===== src/rtl/sram_pkg.sv =====
// Shared definitions for the SRAM serial load/unload paths: default geometry,
// the transmit FSM state encoding and the even-parity helper.
package sram_pkg;

  localparam int DEF_ROWS = 16;
  localparam int DEF_COLS = 8;

  typedef enum logic [2:0] {
    ST_IDLE,
    ST_REQ,
    ST_WAIT,
    ST_SHIFT,
    ST_DONE
  } tx_state_t;

  // Callers zero-extend their word; extra zero bits leave the parity unchanged.
  function automatic logic even_parity(input logic [63:0] word);
    return ^word;
  endfunction

endpackage


===== src/rtl/sram_serial_tx_if.sv =====
// Signal bundle between sram_serial_tx (master), the SRAM read port and the serial pins.
interface sram_serial_tx_if
  import sram_pkg::*;
#(
  parameter int AW   = 4,
  parameter int COLS = 8
) ();

  // Handshakes: start is a level sampled only while idle; sram_r_en and
  // sram_data_valid are single-cycle pulses with no back-pressure; shift
  // qualifies serial_out every cycle it is high; done/error are one-cycle pulses.
  logic            start;
  logic [AW-1:0]   start_addr;
  logic [AW:0]     num_words;
  logic            sram_r_en;
  logic [AW-1:0]   sram_addr;
  logic            sram_data_valid;
  logic [COLS-1:0] sram_data_out;
  logic            serial_out;
  logic            shift;
  logic            busy;
  logic            done;
  logic            error;
  tx_state_t       dbg_state;

  modport master (
    input  start, start_addr, num_words, sram_data_valid, sram_data_out,
    output sram_r_en, sram_addr, serial_out, shift, busy, done, error, dbg_state
  );

  modport slave (
    output start, start_addr, num_words, sram_data_valid, sram_data_out,
    input  sram_r_en, sram_addr, serial_out, shift, busy, done, error, dbg_state
  );

endinterface


===== src/rtl/sram_piso.sv =====
// Parallel-load, MSB-first left-shift register; each bit is held for BIT_CYCLES enabled cycles.
module sram_piso #(
  parameter int WIDTH      = 8,
  parameter int BIT_CYCLES = 2
) (
  input  logic             clk,
  input  logic             rst,
  input  logic             load,
  input  logic [WIDTH-1:0] din,
  input  logic             en,
  output logic             dout,
  output logic             last
);

  localparam int BW = $clog2(WIDTH + 1);
  localparam int CW = $clog2(BIT_CYCLES + 1);

  logic [WIDTH-1:0] shreg_q, shreg_d;
  logic [BW-1:0]    bit_q, bit_d;
  logic [CW-1:0]    cyc_q, cyc_d;
  logic             bit_end;

  always_comb begin
    shreg_d = shreg_q;
    bit_d   = bit_q;
    cyc_d   = cyc_q;
    bit_end = (cyc_q == CW'(BIT_CYCLES - 1));
    if (load) begin
      shreg_d = din;
      bit_d   = '0;
      cyc_d   = '0;
    end else if (en) begin
      if (bit_end) begin
        shreg_d = shreg_q << 1;
        bit_d   = bit_q + BW'(1);
        cyc_d   = '0;
      end else begin
        cyc_d = cyc_q + CW'(1);
      end
    end
  end

  always_ff @(posedge clk) begin
    if (rst) begin
      shreg_q <= '0;
      bit_q   <= '0;
      cyc_q   <= '0;
    end else begin
      shreg_q <= shreg_d;
      bit_q   <= bit_d;
      cyc_q   <= cyc_d;
    end
  end

  assign dout = shreg_q[WIDTH-1];
  // High on the final enabled cycle of the final bit.
  assign last = en && bit_end && (bit_q == BW'(WIDTH - 1));

endmodule


===== src/rtl/sram_serial_tx.sv =====
// Reads a run of consecutive SRAM rows and serializes each word MSB-first.
// Define SRAM_SERIAL_TX_PARITY_EN to append an even-parity bit after every word.
module sram_serial_tx
  import sram_pkg::*;
#(
  parameter int ROWS       = DEF_ROWS,
  parameter int COLS       = DEF_COLS,
  parameter int BIT_CYCLES = 2,
  parameter int TIMEOUT    = 15
) (
  input logic             clk,
  input logic             rst,
  sram_serial_tx_if.master bus
);

  localparam int AW = $clog2(ROWS);
  localparam int WW = AW + 1;
  localparam int TW = $clog2(TIMEOUT + 1);
`ifdef SRAM_SERIAL_TX_PARITY_EN
  localparam int NB = COLS + 1;
`else
  localparam int NB = COLS;
`endif

  tx_state_t     state_q, state_d;
  logic [AW-1:0] addr_q, addr_d, addr_nxt;
  logic [AW-1:0] sram_addr_q, sram_addr_d;
  logic [WW-1:0] words_q, words_d;
  logic [TW-1:0] tmo_q, tmo_d;
  logic          error_q, error_d;
  logic          piso_load, piso_en, piso_dout, piso_last;
  logic [NB-1:0] piso_din;

`ifdef SRAM_SERIAL_TX_PARITY_EN
  assign piso_din = {bus.sram_data_out, even_parity(64'(bus.sram_data_out))};
`else
  assign piso_din = bus.sram_data_out;
`endif

  // Explicit wrap so non-power-of-two depths still roll over at ROWS-1.
  assign addr_nxt = (addr_q == AW'(ROWS - 1)) ? '0 : addr_q + AW'(1);

  always_comb begin
    state_d     = state_q;
    addr_d      = addr_q;
    sram_addr_d = sram_addr_q;
    words_d     = words_q;
    tmo_d       = tmo_q;
    error_d     = 1'b0;
    piso_load   = 1'b0;
    piso_en     = 1'b0;
    case (state_q)
      ST_IDLE: begin
        if (bus.start) begin
          addr_d  = bus.start_addr;
          words_d = bus.num_words;
          if (bus.num_words == '0) begin
            state_d = ST_DONE;
          end else begin
            sram_addr_d = bus.start_addr;
            state_d     = ST_REQ;
          end
        end
      end
      ST_REQ: begin
        tmo_d   = '0;
        state_d = ST_WAIT;
      end
      ST_WAIT: begin
        if (bus.sram_data_valid) begin
          piso_load = 1'b1;
          state_d   = ST_SHIFT;
        end else if (tmo_q == TW'(TIMEOUT - 1)) begin
          error_d = 1'b1;
          state_d = ST_IDLE;
        end else begin
          tmo_d = tmo_q + TW'(1);
        end
      end
      ST_SHIFT: begin
        piso_en = 1'b1;
        if (piso_last) begin
          words_d = words_q - WW'(1);
          addr_d  = addr_nxt;
          if (words_q == WW'(1)) begin
            state_d = ST_DONE;
          end else begin
            sram_addr_d = addr_nxt;
            state_d     = ST_REQ;
          end
        end
      end
      ST_DONE: state_d = ST_IDLE;
      default: state_d = ST_IDLE;
    endcase
  end

  always_ff @(posedge clk) begin
    if (rst) begin
      state_q     <= ST_IDLE;
      addr_q      <= '0;
      sram_addr_q <= '0;
      words_q     <= '0;
      tmo_q       <= '0;
      error_q     <= 1'b0;
    end else begin
      state_q     <= state_d;
      addr_q      <= addr_d;
      sram_addr_q <= sram_addr_d;
      words_q     <= words_d;
      tmo_q       <= tmo_d;
      error_q     <= error_d;
    end
  end

  sram_piso #(
    .WIDTH      (NB),
    .BIT_CYCLES (BIT_CYCLES)
  ) u_piso (
    .clk  (clk),
    .rst  (rst),
    .load (piso_load),
    .din  (piso_din),
    .en   (piso_en),
    .dout (piso_dout),
    .last (piso_last)
  );

  assign bus.sram_r_en  = (state_q == ST_REQ);
  assign bus.sram_addr  = sram_addr_q;
  assign bus.shift      = (state_q == ST_SHIFT);
  assign bus.serial_out = (state_q == ST_SHIFT) && piso_dout;
  assign bus.busy       = (state_q == ST_REQ) || (state_q == ST_WAIT) || (state_q == ST_SHIFT);
  assign bus.done       = (state_q == ST_DONE);
  assign bus.error      = error_q;
  assign bus.dbg_state  = state_q;

endmodule


===== src/flat_wrapper.sv =====
// flat-port wrapper written by rule: the top's interface ports become plain ports
module sram_serial_tx_flat import sram_pkg::*;
#(
  parameter int ROWS       = DEF_ROWS,
  parameter int COLS       = DEF_COLS,
  parameter int BIT_CYCLES = 2,
  parameter int TIMEOUT    = 15
)
  (clk, rst, bus_start, bus_start_addr, bus_num_words, bus_sram_data_valid, bus_sram_data_out, bus_sram_r_en, bus_sram_addr, bus_serial_out, bus_shift, bus_busy, bus_done, bus_error, bus_dbg_state);
  sram_serial_tx_if #(.COLS(COLS)) bus_i ();
  input logic clk;
  input logic rst;
  input wire logic [$bits(bus_i.start)-1:0] bus_start;
  input wire logic [$bits(bus_i.start_addr)-1:0] bus_start_addr;
  input wire logic [$bits(bus_i.num_words)-1:0] bus_num_words;
  input wire logic [$bits(bus_i.sram_data_valid)-1:0] bus_sram_data_valid;
  input wire logic [$bits(bus_i.sram_data_out)-1:0] bus_sram_data_out;
  output wire logic [$bits(bus_i.sram_r_en)-1:0] bus_sram_r_en;
  output wire logic [$bits(bus_i.sram_addr)-1:0] bus_sram_addr;
  output wire logic [$bits(bus_i.serial_out)-1:0] bus_serial_out;
  output wire logic [$bits(bus_i.shift)-1:0] bus_shift;
  output wire logic [$bits(bus_i.busy)-1:0] bus_busy;
  output wire logic [$bits(bus_i.done)-1:0] bus_done;
  output wire logic [$bits(bus_i.error)-1:0] bus_error;
  output wire logic [$bits(bus_i.dbg_state)-1:0] bus_dbg_state;
  assign bus_i.start = bus_start;
  assign bus_i.start_addr = bus_start_addr;
  assign bus_i.num_words = bus_num_words;
  assign bus_i.sram_data_valid = bus_sram_data_valid;
  assign bus_i.sram_data_out = bus_sram_data_out;
  assign bus_sram_r_en = bus_i.sram_r_en;
  assign bus_sram_addr = bus_i.sram_addr;
  assign bus_serial_out = bus_i.serial_out;
  assign bus_shift = bus_i.shift;
  assign bus_busy = bus_i.busy;
  assign bus_done = bus_i.done;
  assign bus_error = bus_i.error;
  assign bus_dbg_state = bus_i.dbg_state;
  sram_serial_tx #(.ROWS(ROWS), .COLS(COLS), .BIT_CYCLES(BIT_CYCLES), .TIMEOUT(TIMEOUT)) u_core (.clk(clk), .rst(rst), .bus(bus_i));
endmodule

===== config.mk =====
export PLATFORM = sky130hd
export DESIGN_NAME = sram_serial_tx_flat
export DESIGN_NICKNAME = d
export VERILOG_FILES = /design/src/rtl/sram_pkg.sv /design/src/rtl/sram_serial_tx_if.sv /design/src/rtl/sram_piso.sv /design/src/rtl/sram_serial_tx.sv /design/src/flat_wrapper.sv
export SDC_FILE = /design/constraint.sdc
export NUM_CORES = 1
export LEC_CHECK = 0
export BUFFER_PORTS_ARGS = -buffer_cell sky130_fd_sc_hd__buf_2
export CORE_MARGIN = 2
export CORE_UTILIZATION = 40
export DETAILED_ROUTE_END_ITERATION = 6
export GPL_ROUTABILITY_DRIVEN = 1
export GPL_TIMING_DRIVEN = 0
export PLACE_DENSITY_LB_ADDON = 0.08
export SETUP_SLACK_MARGIN = 0.5
export SYNTH_ARGS = -nofsm -noshare
export SYNTH_HDL_FRONTEND = slang
export SYNTH_SLANG_ARGS = --single-unit

===== constraint.sdc =====
create_clock -name clk -period 5.3 [get_ports clk]
set_clock_uncertainty 0.2 [all_clocks]
set_input_delay 0 -clock clk [delete_from_list [all_inputs] [get_ports clk]]
set_output_delay 0 -clock clk [all_outputs]
set_load 0.05 [all_outputs]

## Word level (Yosys, flattened, before mapping)

Index checks and enable logic that the tools add are counted.

| storage, ports and cells | value |
|---|---|
| bits in registers | 35 |
| input bits | 21 |
| memories | 0 |
| output and inout bits | 13 |
| latch bits | 0 |
| bits in writable memories | 0 |
| bits in read-only memories | 0 |
| word-level logic and storage cells | 80 |

| cells by class | value |
|---|---|
| div/mod/pow operators | 0 |
| shifts and indexed selects | 0 |
| $add $sub $neg | 5 |
| reduce and logical (&&, ||, !) cells | 19 |
| $mul | 0 |
| equal/unequal tests | 16 |
| muxes and demuxes | 30 |
| magnitude comparators | 0 |
| bitwise operators | 1 |

Operator list:

| kind | count |
|---|---|
| $mux W4 | 9 |
| $mux W8 | 3 |
| $pmux W4 S2 | 3 |
| $mux W3 | 6 |
| $add A4 B1 Y4 const B | 3 |
| $pmux W3 S4 | 1 |
| $mux W5 | 2 |
| $ne A2 B2 Y1 const B | 5 |
| $pmux W5 S2 | 1 |
| $reduce_and A3 Y1 | 3 |
| $eq A4 B4 Y1 const B | 2 |
| $reduce_bool A2 Y1 | 4 |
| $eq A3 B2 Y1 const B | 2 |
| $eq A5 B1 Y1 const B | 1 |
| $logic_not A5 Y1 | 1 |
| $reduce_and A5 Y1 | 1 |
| $sub A5 B1 Y5 const B | 1 |
| $eq A4 B3 Y1 const B | 1 |
| $mux W1 | 4 |
| $reduce_and A2 Y1 | 2 |
| $eq A3 B1 Y1 const B | 1 |
| $eq A3 B3 Y1 const B | 1 |
| $logic_and A1 B1 Y1 | 3 |
| $logic_not A3 Y1 | 1 |
| 9 further kinds | 10 |

## Logic depth before layout (Yosys ltp)

| logic depth | value |
|---|---|
| word-level depth | 6 |
| gate-level depth with buffers | 9 |
| mapped depth without buffers | 7 |

## Modules after synthesis

From an unflattened synthesis, not the netlist that was laid out.

| second synthesis, totals | value |
|---|---|
| cell total of the unflattened synthesis | 218 |
| area total of the unflattened synthesis | 1980.6 um2 |

By module, submodules not included:

| module | area each (um2) | sequential area each (um2) | cells an instance | times used |
|---|---|---|---|---|
| sram_serial_tx | 1296.2 | 420.4 | 144 | 1 |
| sram_piso | 684.4 | 280.3 | 74 | 1 |

## Worst setup path before layout

Ideal clock, no wire load.

| path | value |
|---|---|
| path type | register to register |
| start point | register u_core.state_q[0] (netlist: u_core.bus.dbg_state[0]) |
| end point | register u_core.tmo_q[2] |
| data arrival time | 2874 ps |
| clock period less this slack | 3265 ps |
| buffers on the path | 1 |
| cell stages (with the launch flop) | 7 |
| slack | 2035 ps |
| required time | 4909 ps |
| setup time | 191 ps |
| path through | dfxtp_1 buf_4 nor3b_1 a31oi_1 nor2b_1 xnor2_1 nor3_1 |

| between the ends | value |
|---|---|
| word-level cells in the longest chain between the ends | 3 |
| elaborated cells on any way between the ends | 7 |
| classes of those cells | eq/ne (4); mux (1); reduce/logical (2) |

Ends and longest elaborated chain:

| element | RTL line | RTL |
|---|---|---|
| start, declared | sram_serial_tx.sv:25 | `tx_state_t state_q, state_d;` |
| start signal, assigned | sram_serial_tx.sv:107 | `state_q <= state_d;` |
| $eq A3 B1 Y1 (*) | -- |  |
| net bus_sram_r_en | flat_wrapper.sv:18 | `output wire logic [$bits(bus_i.sram_r_en)-1:0] bus_sram_r_en;` |
| $reduce_bool A2 Y1 (no line) | -- |  |
| $reduce_and A3 Y1 (no line) | -- |  |
| end signal, assigned | sram_serial_tx.sv:111 | `tmo_q <= tmo_d;` |
| end, declared | sram_serial_tx.sv:29 | `logic [TW-1:0] tmo_q, tmo_d;` |

The timed path passes the listed nets; every way through them passes the cells marked *.
A chain may end at the register's enable or synchronous reset.

## Worst setup path after layout

| path | value |
|---|---|
| start point | register u_core.state_q[2] (netlist: u_core.bus.dbg_state[2]) |
| end point | output bus_serial_out |

| between the ends | value |
|---|---|
| word-level cells in the longest chain between the ends | 2 |

Ends and longest elaborated chain:

| element | RTL line | RTL |
|---|---|---|
| $eq A3 B2 Y1 | sram_serial_tx.sv:132 | `assign bus.serial_out = (state_q == ST_SHIFT) && piso_dout;` |
| $logic_and A1 B1 Y1 | sram_serial_tx.sv:132 |  |
| end, declared | flat_wrapper.sv:20 | `output wire logic [$bits(bus_i.serial_out)-1:0] bus_serial_out;` |

No other way between the ends.

==> results.txt <==
Post-CTS Setup Bufs: 0
area share of fa/ha/maj cells after synthesis: 0.04141
width of the die: 71.33 um
Multi-input gate area: 0.001016 sq mm
port bufs: 33
Fin. Hold Viols: 0
final worst path period share: 0.3978
post-synthesis simple-gate area fraction: 0.2526
switching share of total power: 0.3750
WL/cell: 12.52 um
Logic pwr share: 0.364
I/O pin cnt: 34
commonest non-fill, non-tap cell in the layout: dfxtp_1
worst-skew pair later-pin latency: 0.28 ns
Seq pwr share: 0.397
Critical Path RT: 5.10 ns
LEAKAGE: 0.0009888 uW
Worst Path Max Fanout: 10
Hold Path Class: primary input to flop
number of antenna violations at the first check in global routing: 0
Pwr per Cell Area: 347.5 mW/mm^2
maximum level of the CTS H-tree: 2
GP Congestion: 0.8463
startpoint types: flop
Die Y: 71.33 um
commonest cells after routing, fill and taps aside: dfxtp_1 (35), nor2_1 (34), buf_2 (34)
FMAX: 474.4 MHz
drt total wl: 3.994 mm
register bit total from synthesis: 35
vias: 1,599
drt initial violations: 82
met1 usage: 0.2423
xor/xnor share of the synthesized area: 0.03382
clock root buffer: clkbuf_8
DRC: 0
outcome: finished, final reports clean
Most Used Layer, Global Route: met2
Final Max Slew Viols: 0
Setup TNS Final: 0 ns
M2 GR Usage: 0.2531
Mapped Area: 0.001813 sq mm
HPWL Detailed: 2.808 mm
core area: 0.004354 sq mm
Crit path arrival time: 1.91 ns
Nets: 294
synth-to-layout area growth: 28.02%
clock share of power: 0.239
# hold bufs at CTS: 19
Slew HR: 0.5116
Placed Area: 0.002043 sq mm
Layout fillers: 415
syn_area_per_cell: 8.716 sq um
Initial Utilization: 0.4164
Reg clk slew, reported paths: 0.07 ns
Layout Cells excl Fill: 319
remaining antenna violation count: 0
fraction of layout cells with a size suffix above 1: 0.2060
GR Overflow Total: 0
FFs w/ async S/R, synth: 0
number of flops mapped to enable cells by yosys: 0
Fin Hold WS: 0.01519 ns
cells after synthesis: 208
most common flop cell mapped by yosys: dfxtp_1
post-DR vias/cell: 5.013
largest family of logic cells by synthesized area: simple AND/OR/NAND/NOR gates
Worst-Margin Slew: 0.7260 ns
vias in the first global route: 1,440
All-Layer GR Usage: 0.1706
RSZ-0062 raised after global routing: false
die footprint: 0.005087 sq mm
Clock Path Buffers: 2
Num CTS Buffers: 5
Seq/Total Area, Yosys: 0.3865
crit path kind: flop to output port
site row count: 24
Max Cap Viol: 0
Max VDD drop: 0.0001448 V
total power draw: 806.5 uW
warnings from Yosys: 0
Antenna Diode Count: 0
first-pass GRT wire length: 6.879 mm
internal power: 504.1 uW
Compound-Gate Fraction of Synth Area: 0.1387
Sw Pwr: 302.4 uW
post-route minimum period: 2.108 ns
total clock sinks: 35
Final Setup Violations: 0
first-pass iteration count of the detailed router: 4
mux contribution to synthesized area: 0.09386
Syn Nets: 235
GR Layer Usage met3: 0.04360
Final Instance Area: 0.002321 sq mm
largest net degree at the start of global routing: 11
TritonCTS clock tree: yes
# placed instances: 293
distinct cell type count after synthesis: 41
Seq. cell area: 700.7 sq um
Worst Setup End Kind: output port
Resized Gates After CTS: 0
state kept, by name, summed over array words and instances, names as in the netlist:
name,flops
u_core.words_q,5
u_core.addr_q,4
u_core.u_piso.shreg_q,8
u_core.tmo_q,4
u_core.u_piso.bit_q,4
u_core.bus.dbg_state,3
u_core.bus.error,1
u_core.bus.sram_addr,4
u_core.u_piso.cyc_q,2
cell families after synthesis:
logic type,Yosys count
adders and majority gates,6
buffers and inverters,18
and+or+nand+nor,87
muxes,17
DFF,35
AOI/OAI and AO/OA,38
xor gates and xnor gates,7
stage by stage:
step / worst slack [ns] / utilization
after floorplan: 2.035 / -
after global placement: 3.251 / 0.4693
after detailed placement: 3.252 / 0.4693
after CTS: 3.146 / 0.5330
after global routing: 2.954 / 0.5330
final: 3.192 / 0.5330
Yosys cell counts (2+ instances only):
cell	number	share of area
a211oi_1	8	0.033
a21oi_1	9	0.025
a311oi_1	3	0.014
a31oi_1	4	0.014
and2_1	2	0.0069
and3_1	3	0.010
buf_4	2	0.0083
buf_6	2	0.012
clkbuf_1	5	0.010
dfxtp_1	35	0.39
ha_1	6	0.041
inv_1	6	0.012
mux2i_1	17	0.094
nand2_1	18	0.037
nand2b_1	4	0.014
nand3_1	2	0.0055
nor2_1	34	0.070
nor2b_1	2	0.0069
nor3_1	5	0.014
nor3_4	2	0.018
nor3b_1	2	0.0083
nor4_1	4	0.014
o21ai_0	10	0.028
xnor2_1	5	0.024
xor2_1	2	0.0097
final cells by class:
type / instances / share of cell area
tap: 52 / 0.02803
inverter: 7 / 0.01348
timing repair buffer: 52 / 0.1531
multi-input combinational: 155 / 0.4377
sequential: 35 / 0.3019
clock inverter: 1 / 0.002156
buffer: 11 / 0.02803
clock buffer: 6 / 0.03558
critical path, stage by stage, from the launching register on:
cell and delay, ns:
dfxtp_1 0.32, buf_6 0.13, nand3b_4 0.23, clkinv_4 0.10
clkbuf_1 0.38, and2_1 0.20, buf_2 0.26
metal layers:
metal	vias up	routed length [um]
met5	-	0
met4	0	55
met3	6	165
met2	28	1722
met1	714	2051
li1	851	-
worst paths after layout:
path,from,to,slack (ns),cells past startpoint
worst max register to register,u_core.words_q[1],u_core.bus.sram_addr[3],3.25,7
worst max-delay path,u_core.bus.dbg_state[2],bus_serial_out,3.19,6
worst min-delay path,bus_start,u_core.bus.dbg_state[0],0.02,5
worst min register to register,u_core.u_piso.cyc_q[1],u_core.u_piso.cyc_q[1],0.26,2
power groups by stage:
stage          registers [uW]  logic, uW  clock network [uW]
5_1_grt                   324        324                 214
6_report                  320        294                 193
4_1_cts                   319        295                 200
3_3_place_gp              325        284                   0
2_1_floorplan             362        185                   0
3_5_place_dp              324        284                   0
No activity file was read; power rests on OpenSTA's default activity.
